$ cat src/rtl/csr_exec.sv
// CSR instruction executor: accepts one decoded CSR/ecall/mret request, performs the
// read-modify-write or trap in a single EXEC cycle, then holds the response until taken.
module csr_exec #(
  parameter int XLEN   = 32,
  parameter int CSR_AW = 12
) (
  input  logic              clk,
  input  logic              rst,
  input  logic              in_valid,
  output logic              in_ready,
  input  logic [2:0]        in_op,
  input  logic              in_ecall,
  input  logic              in_mret,
  input  logic [XLEN-1:0]   in_pc,
  input  logic [CSR_AW-1:0] in_csr_addr,
  input  logic [XLEN-1:0]   in_rs1_data,
  input  logic [4:0]        in_zimm,
  output logic [CSR_AW-1:0] csr_raddr,
  input  logic [XLEN-1:0]   csr_rdata,
  output logic              csr_wen,
  output logic [CSR_AW-1:0] csr_waddr,
  output logic [XLEN-1:0]   csr_wdata,
  output logic              trap_ecall,
  output logic [XLEN-1:0]   trap_pc,
  input  logic [XLEN-1:0]   csr_mtvec,
  input  logic [XLEN-1:0]   csr_mepc,
  output logic              out_valid,
  input  logic              out_ready,
  output logic [XLEN-1:0]   out_rd_data,
  output logic              out_redirect,
  output logic [XLEN-1:0]   out_next_pc,
  output logic              out_illegal
);

  typedef enum logic [1:0] {S_IDLE, S_EXEC, S_RESP} state_t;

  state_t              r_state;
  state_t              w_nextState;

  logic [2:0]          r_op;
  logic                r_ecall;
  logic                r_mret;
  logic [XLEN-1:0]     r_pc;
  logic [CSR_AW-1:0]   r_addr;
  logic [XLEN-1:0]     r_rs1;
  logic [4:0]          r_zimm;

  logic [XLEN-1:0]     r_rdData;
  logic                r_redirect;
  logic [XLEN-1:0]     r_nextPc;
  logic                r_illegal;

  logic                w_accept;
  logic                w_isCsr;
  logic                w_doWrite;
  logic [XLEN-1:0]     w_src;
  logic [XLEN-1:0]     w_newVal;

  assign w_accept  = in_valid && (r_state == S_IDLE);
  // ecall/mret override funct3; op[1:0]==00 covers both illegal encodings 000 and 100
  assign w_isCsr   = !r_ecall && !r_mret && (r_op[1:0] != 2'b00);
  assign w_src     = r_op[2] ? {{(XLEN-5){1'b0}}, r_zimm} : r_rs1;
  assign w_doWrite = w_isCsr && ((r_op[1:0] == 2'b01) || (r_zimm != 5'd0));

  always_comb begin
    w_newVal = w_src;
    case (r_op[1:0])
      2'b10:   w_newVal = csr_rdata | w_src;
      2'b11:   w_newVal = csr_rdata & ~w_src;
      default: w_newVal = w_src;
    endcase
  end

  always_ff @(posedge clk or posedge rst) begin
    if (rst) r_state <= S_IDLE;
    else     r_state <= w_nextState;
  end

  always_comb begin
    w_nextState = r_state;
    in_ready    = 1'b0;
    out_valid   = 1'b0;
    csr_raddr   = '0;
    csr_wen     = 1'b0;
    csr_waddr   = '0;
    csr_wdata   = '0;
    trap_ecall  = 1'b0;
    trap_pc     = '0;
    case (r_state)
      S_IDLE: begin
        in_ready = 1'b1;
        if (in_valid) w_nextState = S_EXEC;
      end
      S_EXEC: begin
        w_nextState = S_RESP;
        csr_raddr   = r_addr;
        csr_wen     = w_doWrite;
        trap_ecall  = r_ecall;
        if (w_doWrite) begin
          csr_waddr = r_addr;
          csr_wdata = w_newVal;
        end
        if (r_ecall) trap_pc = r_pc;
      end
      S_RESP: begin
        out_valid = 1'b1;
        if (out_ready) w_nextState = S_IDLE;
      end
      default: w_nextState = S_IDLE;
    endcase
  end

  always_ff @(posedge clk or posedge rst) begin
    if (rst) begin
      r_op    <= '0;
      r_ecall <= 1'b0;
      r_mret  <= 1'b0;
      r_pc    <= '0;
      r_addr  <= '0;
      r_rs1   <= '0;
      r_zimm  <= '0;
    end else if (w_accept) begin
      r_op    <= in_op;
      r_ecall <= in_ecall;
      r_mret  <= in_mret;
      r_pc    <= in_pc;
      r_addr  <= in_csr_addr;
      r_rs1   <= in_rs1_data;
      r_zimm  <= in_zimm;
    end
  end

  // Response fields are frozen at the end of EXEC so they stay stable through RESP
  always_ff @(posedge clk or posedge rst) begin
    if (rst) begin
      r_rdData   <= '0;
      r_redirect <= 1'b0;
      r_nextPc   <= '0;
      r_illegal  <= 1'b0;
    end else if (r_state == S_EXEC) begin
      r_rdData   <= w_isCsr ? csr_rdata : '0;
      r_redirect <= r_ecall || r_mret;
      r_illegal  <= !r_ecall && !r_mret && !w_isCsr;
      if (r_ecall)     r_nextPc <= csr_mtvec;
      else if (r_mret) r_nextPc <= csr_mepc;
      else             r_nextPc <= r_pc + XLEN'(4);
    end
  end

  assign out_rd_data  = r_rdData;
  assign out_redirect = r_redirect;
  assign out_next_pc  = r_nextPc;
  assign out_illegal  = r_illegal;

endmodule

$ cat config.mk
export PLATFORM = sky130hd
export DESIGN_NAME = csr_exec
export DESIGN_NICKNAME = d
export VERILOG_FILES = /design/src/rtl/csr_exec.sv
export SDC_FILE = /design/constraint.sdc
export NUM_CORES = 1
export LEC_CHECK = 0
export CAP_MARGIN = 20
export CORE_MARGIN = 3
export CORE_UTILIZATION = 35
export CTS_CLUSTER_DIAMETER = 100
export CTS_CLUSTER_SIZE = 24
export DETAILED_ROUTE_END_ITERATION = 10
export GPL_TIMING_DRIVEN = 1
export PLACE_DENSITY = 0.71
export RECOVER_POWER = 25
export SLEW_MARGIN = 15
export SYNTH_ARGS = -nofsm -noshare
export SYNTH_HDL_FRONTEND = slang
export SYNTH_SLANG_ARGS = --single-unit
export TNS_END_PERCENT = 50
$ cat constraint.sdc
create_clock -name clk -period 6.2 [get_ports clk]
set_input_delay 1.86 -clock clk [delete_from_list [all_inputs] [get_ports clk]]
set_output_delay 1.86 -clock clk [all_outputs]
set_load 0.005 [all_outputs]
# Word level (Yosys, flattened, before mapping)
# Index checks and enable logic that the tools add are counted.
dict set report word_totals {
  word_cells 56
  output_inout_bits 158
  in_bits 186
  reg_bits 154
}
dict set report op_classes {
  n_addsub 1
  n_mux 19
  eq_ne 7
  n_reduce_logical 14
  bitwise_logic 3
}
# cell n
set op_table {}
lappend op_table {{32-bit two-way mux} 8}
lappend op_table {{32-bit one-hot mux with 2 select lines} 1}
lappend op_table {{12-bit two-way mux} 3}
lappend op_table {{32-bit by 3-bit adder with 32-bit output, second input constant} 1}
lappend op_table {{32-bit AND} 1}
lappend op_table {{32-bit inverter} 1}
lappend op_table {{32-bit OR} 1}
lappend op_table {{2-bit == test, second input constant} 3}
lappend op_table {{2-bit one-hot mux with 3 select lines} 1}
lappend op_table {{1-bit logical AND} 5}
lappend op_table {{5-bit nonzero test} 1}
lappend op_table {{2-bit by 1-bit == test with 1-bit output, second input constant} 2}
lappend op_table {{1-bit two-way mux} 4}
lappend op_table {{2-bit two-way mux} 2}
lappend op_table {{2-bit != test, second input constant} 2}
lappend op_table {{1-bit logical NOT} 3}
lappend op_table {{2-bit logical NOT} 1}
lappend op_table {{1-bit logical OR} 2}
lappend op_table {{2-bit AND reduction} 1}
lappend op_table {{2-bit nonzero test} 1}

# Longest topological paths before layout
dict set report logic_depth {
  ltp_word 6
  mapped_depth 8
  depth_no_buf 6
}

# Worst setup path before layout
# OpenSTA, ideal clock, no wires.
dict set report synth_timing {
  kind {input to output}
  from {input port csr_rdata[29]}
  to {output port csr_wdata[29]}
  path_buffers 0
  stages 3
  t_required_ps 4340
  setup_slack_ps 2191
  arrival_time_ps 2149
  cell_sequence {o211ai_1 > o31a_1 > nor2_1}
}
dict set report synth_between {
  elab_chain_cells 4
  word_cells_on_any_way 5
  classes_between {3 x mux; 2 x bitwise}
}
# element line_no
set synth_rtl {}
lappend synth_rtl {{start: declaration} 19} ;# input logic [XLEN-1:0] csr_rdata,
lappend synth_rtl {{32-bit AND / 32-bit OR (equally long branches)} {69, 68}}
lappend synth_rtl {{32-bit one-hot mux with 2 select lines (*)} 67} ;# case (r_op[1:0])
lappend synth_rtl {{32-bit two-way mux (*)} 99} ;# if (w_doWrite) begin
lappend synth_rtl {{32-bit two-way mux (*)} 89} ;# case (r_state)
lappend synth_rtl {{end: declaration} 22} ;# output logic [XLEN-1:0] csr_wdata,
# Every way passes the cells marked *; elsewhere a longest branch is shown, timed or not.

# Final worst setup path
dict set report layout_timing {
  from {input port csr_rdata[26]}
  to {output port csr_wdata[26]}
}
# The elaborated chain is that of the path after synthesis.

==> impl_metrics.yaml <==
outcome:
  status: "finished, violations left"
  violations: "max-capacitance violations, max-slew violations"
cts:
  clock_path_buffers: 2
  ctsHoldBuffers: 0
  ctsRootBufferMaster: "clkbuf_16"
  clk_latency_ns: 0.42
  cts-htree-levels: 4
  cts_sinks: 154
  cts_setup_buffers: 0
  cts_buffers: 17
  cts.repair.resized: 0
  cts_tree: "done"
  clk_pin_slew_ns: 0.06
layout:
  syn_to_final_growth_pct: 53.9
  num-nets-final: 1260
  drive_gt1_share_pct: 10.4
  final_area_sq_um: 12000
  utilization_pct: 55.9
logic_synthesis:
  synth_edf_count: 0
  ys_warn_count: 0
  synth_cells: 763
  synth_nets: 950
  syn_avg_cell_area_sq_um: 10.2
  syn-cell-area_sq_um: 7780
  synth_cell_types: 43
  async_reset_ff_share_pct: 100
  yosys_most_used_dff: "dfrtp_1"
  yosysSeqAreaShare_pct: 49.5
  ys_seq_elements: 154
power_and_ir_drop:
  p_per_area_nw_per_um2: 453
  ir_worst_vdd_uv: 226
  cellLeakagePower_nw: 4.93
placement:
  place_area_sq_um: 11400
  hpwl_um: 18800
  port_buffers: 343
  routabilityCongestion: 0.809
sta:
  setup_viol: 0
  fin_worst_skew_ns: 0.0123
  slew-limit-headroom_pct: -83.0
  period_minus_slack_ns: 5.16
  max_freq_ghz: 0.194
  worst_hold_slack_ns: 0.483
  rsz0062_at_grt: "no"
  fin_crit_sh_pct: 83.2
  fin_setup_tns_ns: 0
  worst_pin_slew_ns: 2.74
  drv_slew: 49
  finalHoldViolations: 0
critical_path:
  crit_cells: 4
  cp_slowest_cell: "dlygate4sd3_1"
  critPathTopFamily: "buffers and inverters"
  critPathLaunchType: "primary input"
  crit_end: "csr_wdata[26]"
  worstSetupPathType: "in -> out"
  reg2reg_depth: 4
  crit_arrival_ns: 3.30
  endpoint_kind: "output port"
  crit_start: "csr_rdata[26]"
  critPathMaxStageDelay_ns: 0.60
  path_buf_inv: 2
  rr_endpoint: "r_pc[11]"
  crit_path_max_fanout: 2
  crit_chain: "dlygate4sd3_1 -> o211ai_1 -> a21oi_1 -> clkdlybuf4s50_1"
  r2r_setup_slack_ns: 2.72
  reg2reg_from: "r_state[1]"
  timing.critical_path.required_ns: 4.34
floorplan:
  io_pins: 344
  dieWidth_um: 155
  start_util_pct: 36.3
  die-area_sq_um: 24100
  coreArea_sq_um: 21400
  row_count: 53
  die_y_um: 155
grt:
  antenna_found_initial: 2
  grt_max_degree: 91
  grt.total_usage_pct: 21.8
  grt_first_pass_wirelength_um: 41500
  grt_overflow: 0
  grt_pass1_vias: 7244
route:
  dr.first_iter.drc_count: 394
  firstDrtPassIters: 4
  routed_via_density: 5.28
  drc: 0
  detail_route.wl_per_cell_um: 19.9
  num_vias: 7203
  wl_um: 27100
  antenna_left: 0
min_path:
  hold_depth: 2
  hold_class: "reg -> reg"
job:
  maxCapViolCount: 1
==> metrics by stage <==
| stage | power [mW] | instances | worst slack (ns) |
|---|---|---|---|
| 3_5_place_dp | 4.42 | 1328 | 1.13 |
| 2_1_floorplan | 3.21 | 763 | 0.190 |
| 5_1_grt | 5.79 | 1363 | 0.983 |
| 3_3_place_gp | 4.36 | 1328 | 1.11 |
| 4_1_cts | 5.46 | 1360 | 1.11 |
| 6_report | 5.42 | 1364 | 1.04 |
==> flip-flops by register name, indices dropped and copies added (netlist names) <==
name          count
r_pc             32
out_rd_data      32
r_mret            1
r_ecall           1
out_redirect      1
r_op              3
out_illegal       1
r_addr           12
r_state           2
out_next_pc      32
r_rs1            32
r_zimm            5
==> power by group <==
part | leakage [nW] | switching [mW] | internal (mW)
Clock | 0.270 | 0.460 | 0.563
Sequential | 1.87 | 0.376 | 1.51
Combinational | 2.79 | 1.17 | 1.34
==> layout make-up <==
type | count | area [sq um]
fillers | 1920 | 9440
flip-flops and latches | 154 | 3850
repair buffers | 356 | 3550
multi-input cells | 513 | 3530
clock buffers | 18 | 429
well taps | 275 | 344
clock inverters | 14 | 135
inverters | 31 | 121
diodes | 3 | 7.51
==> kinds of logic (layout without fill, tap and decap cells) <==
kind of cell / Yosys count / in the layout / synth area share [%]
adders and majority gates: 1 / 1 / 0.161
xor gates and xnor gates: 28 / 28 / 3.15
AOI/OAI and AO/OA: 187 / 187 / 16.3
other: 0 / 3 / 0
DFF: 154 / 154 / 49.5
buffers and inverters: 96 / 419 / 5.22
muxes: 70 / 70 / 9.97
and+or+nand+nor: 227 / 227 / 15.7
==> cell usage after synthesis, types with 2 or more instances <==
master,n,area (sq um)
clkbuf_1,44,165
a32oi_1,2,17.5
mux2_2,60,676
a22o_1,32,280
inv_1,31,116
mux2i_1,10,100
nor2_1,47,176
a221oi_1,20,175
nand3_1,14,70.1
o22ai_1,20,125
nand2b_1,4,25.0
xnor2_1,10,87.6
buf_4,3,22.5
o211ai_1,26,195
nor3_1,3,15.0
o21ai_0,42,210
xor2_1,18,158
and2_1,16,100
and4_1,2,17.5
a21oi_1,32,160
buf_6,3,33.8
buf_1,5,18.8
nand2_1,47,176
nor2b_1,2,12.5
buf_2,10,50.1
a31oi_1,5,31.3
nand4_1,7,43.8
or3_1,25,156
a221o_1,4,40.0
and3_1,53,332
dfrtp_1,154,3850
==> how the worst min path moves through the flow <==
stage	from	endpoint	slack, ns
after floorplan	r_op[0]	out_illegal	0.47
after global placement	out_next_pc[2]	out_next_pc[2]	0.46
after detailed placement	out_next_pc[0]	out_next_pc[0]	0.47
after CTS	out_next_pc[0]	out_next_pc[0]	0.49
after global routing	out_rd_data[17]	out_rd_data[17]	0.52
final	out_illegal	out_illegal	0.48
==> worst min-delay path, delay by kind of cell (launching register included) <==
kind	cells	cell delay, ns
AO/OA/AOI/OAI	1	0.05
flip-flops	1	0.34
AND/OR/NAND/NOR	1	0.05
==> layout by cell type (no fill, tap or decap), drive strengths merged, types with 3 or more instances in the layout <==
cell type / synthesis / routed
clkdlybuf4s50: 0 / 277
dfrtp: 154 / 154
dlygate4sd3: 0 / 66
mux2: 60 / 60
and3: 53 / 53
nor2: 48 / 48
nand2: 48 / 48
o21ai: 42 / 42
inv: 31 / 38
a21oi: 33 / 33
a22o: 32 / 32
o211ai: 26 / 26
or3: 25 / 25
a221oi: 20 / 20
o22ai: 20 / 20
clkbuf: 44 / 19
xor2: 18 / 18
and2: 16 / 16
nand3: 14 / 14
buf: 21 / 12
mux2i: 10 / 10
xnor2: 10 / 10
nand4: 8 / 8
a31oi: 5 / 5
a221o: 4 / 4
nor3: 4 / 4
nand2b: 4 / 4
diode: 0 / 3
clkinvlp: 0 / 3
clkinv: 0 / 3
==> per-layer routing <==
metal  wire length (um)  vias up  part of all wire (%)  GRT usage [%]
met5                  0        -                     0              0
met4                734        0                   2.7           8.49
met3               1740       41                   6.4           5.81
met2              13300      249                    49           35.2
met1              11400     3540                    42           28.2
li1                   -     3373                     -              -
Power figures use the tool's default switching activity.
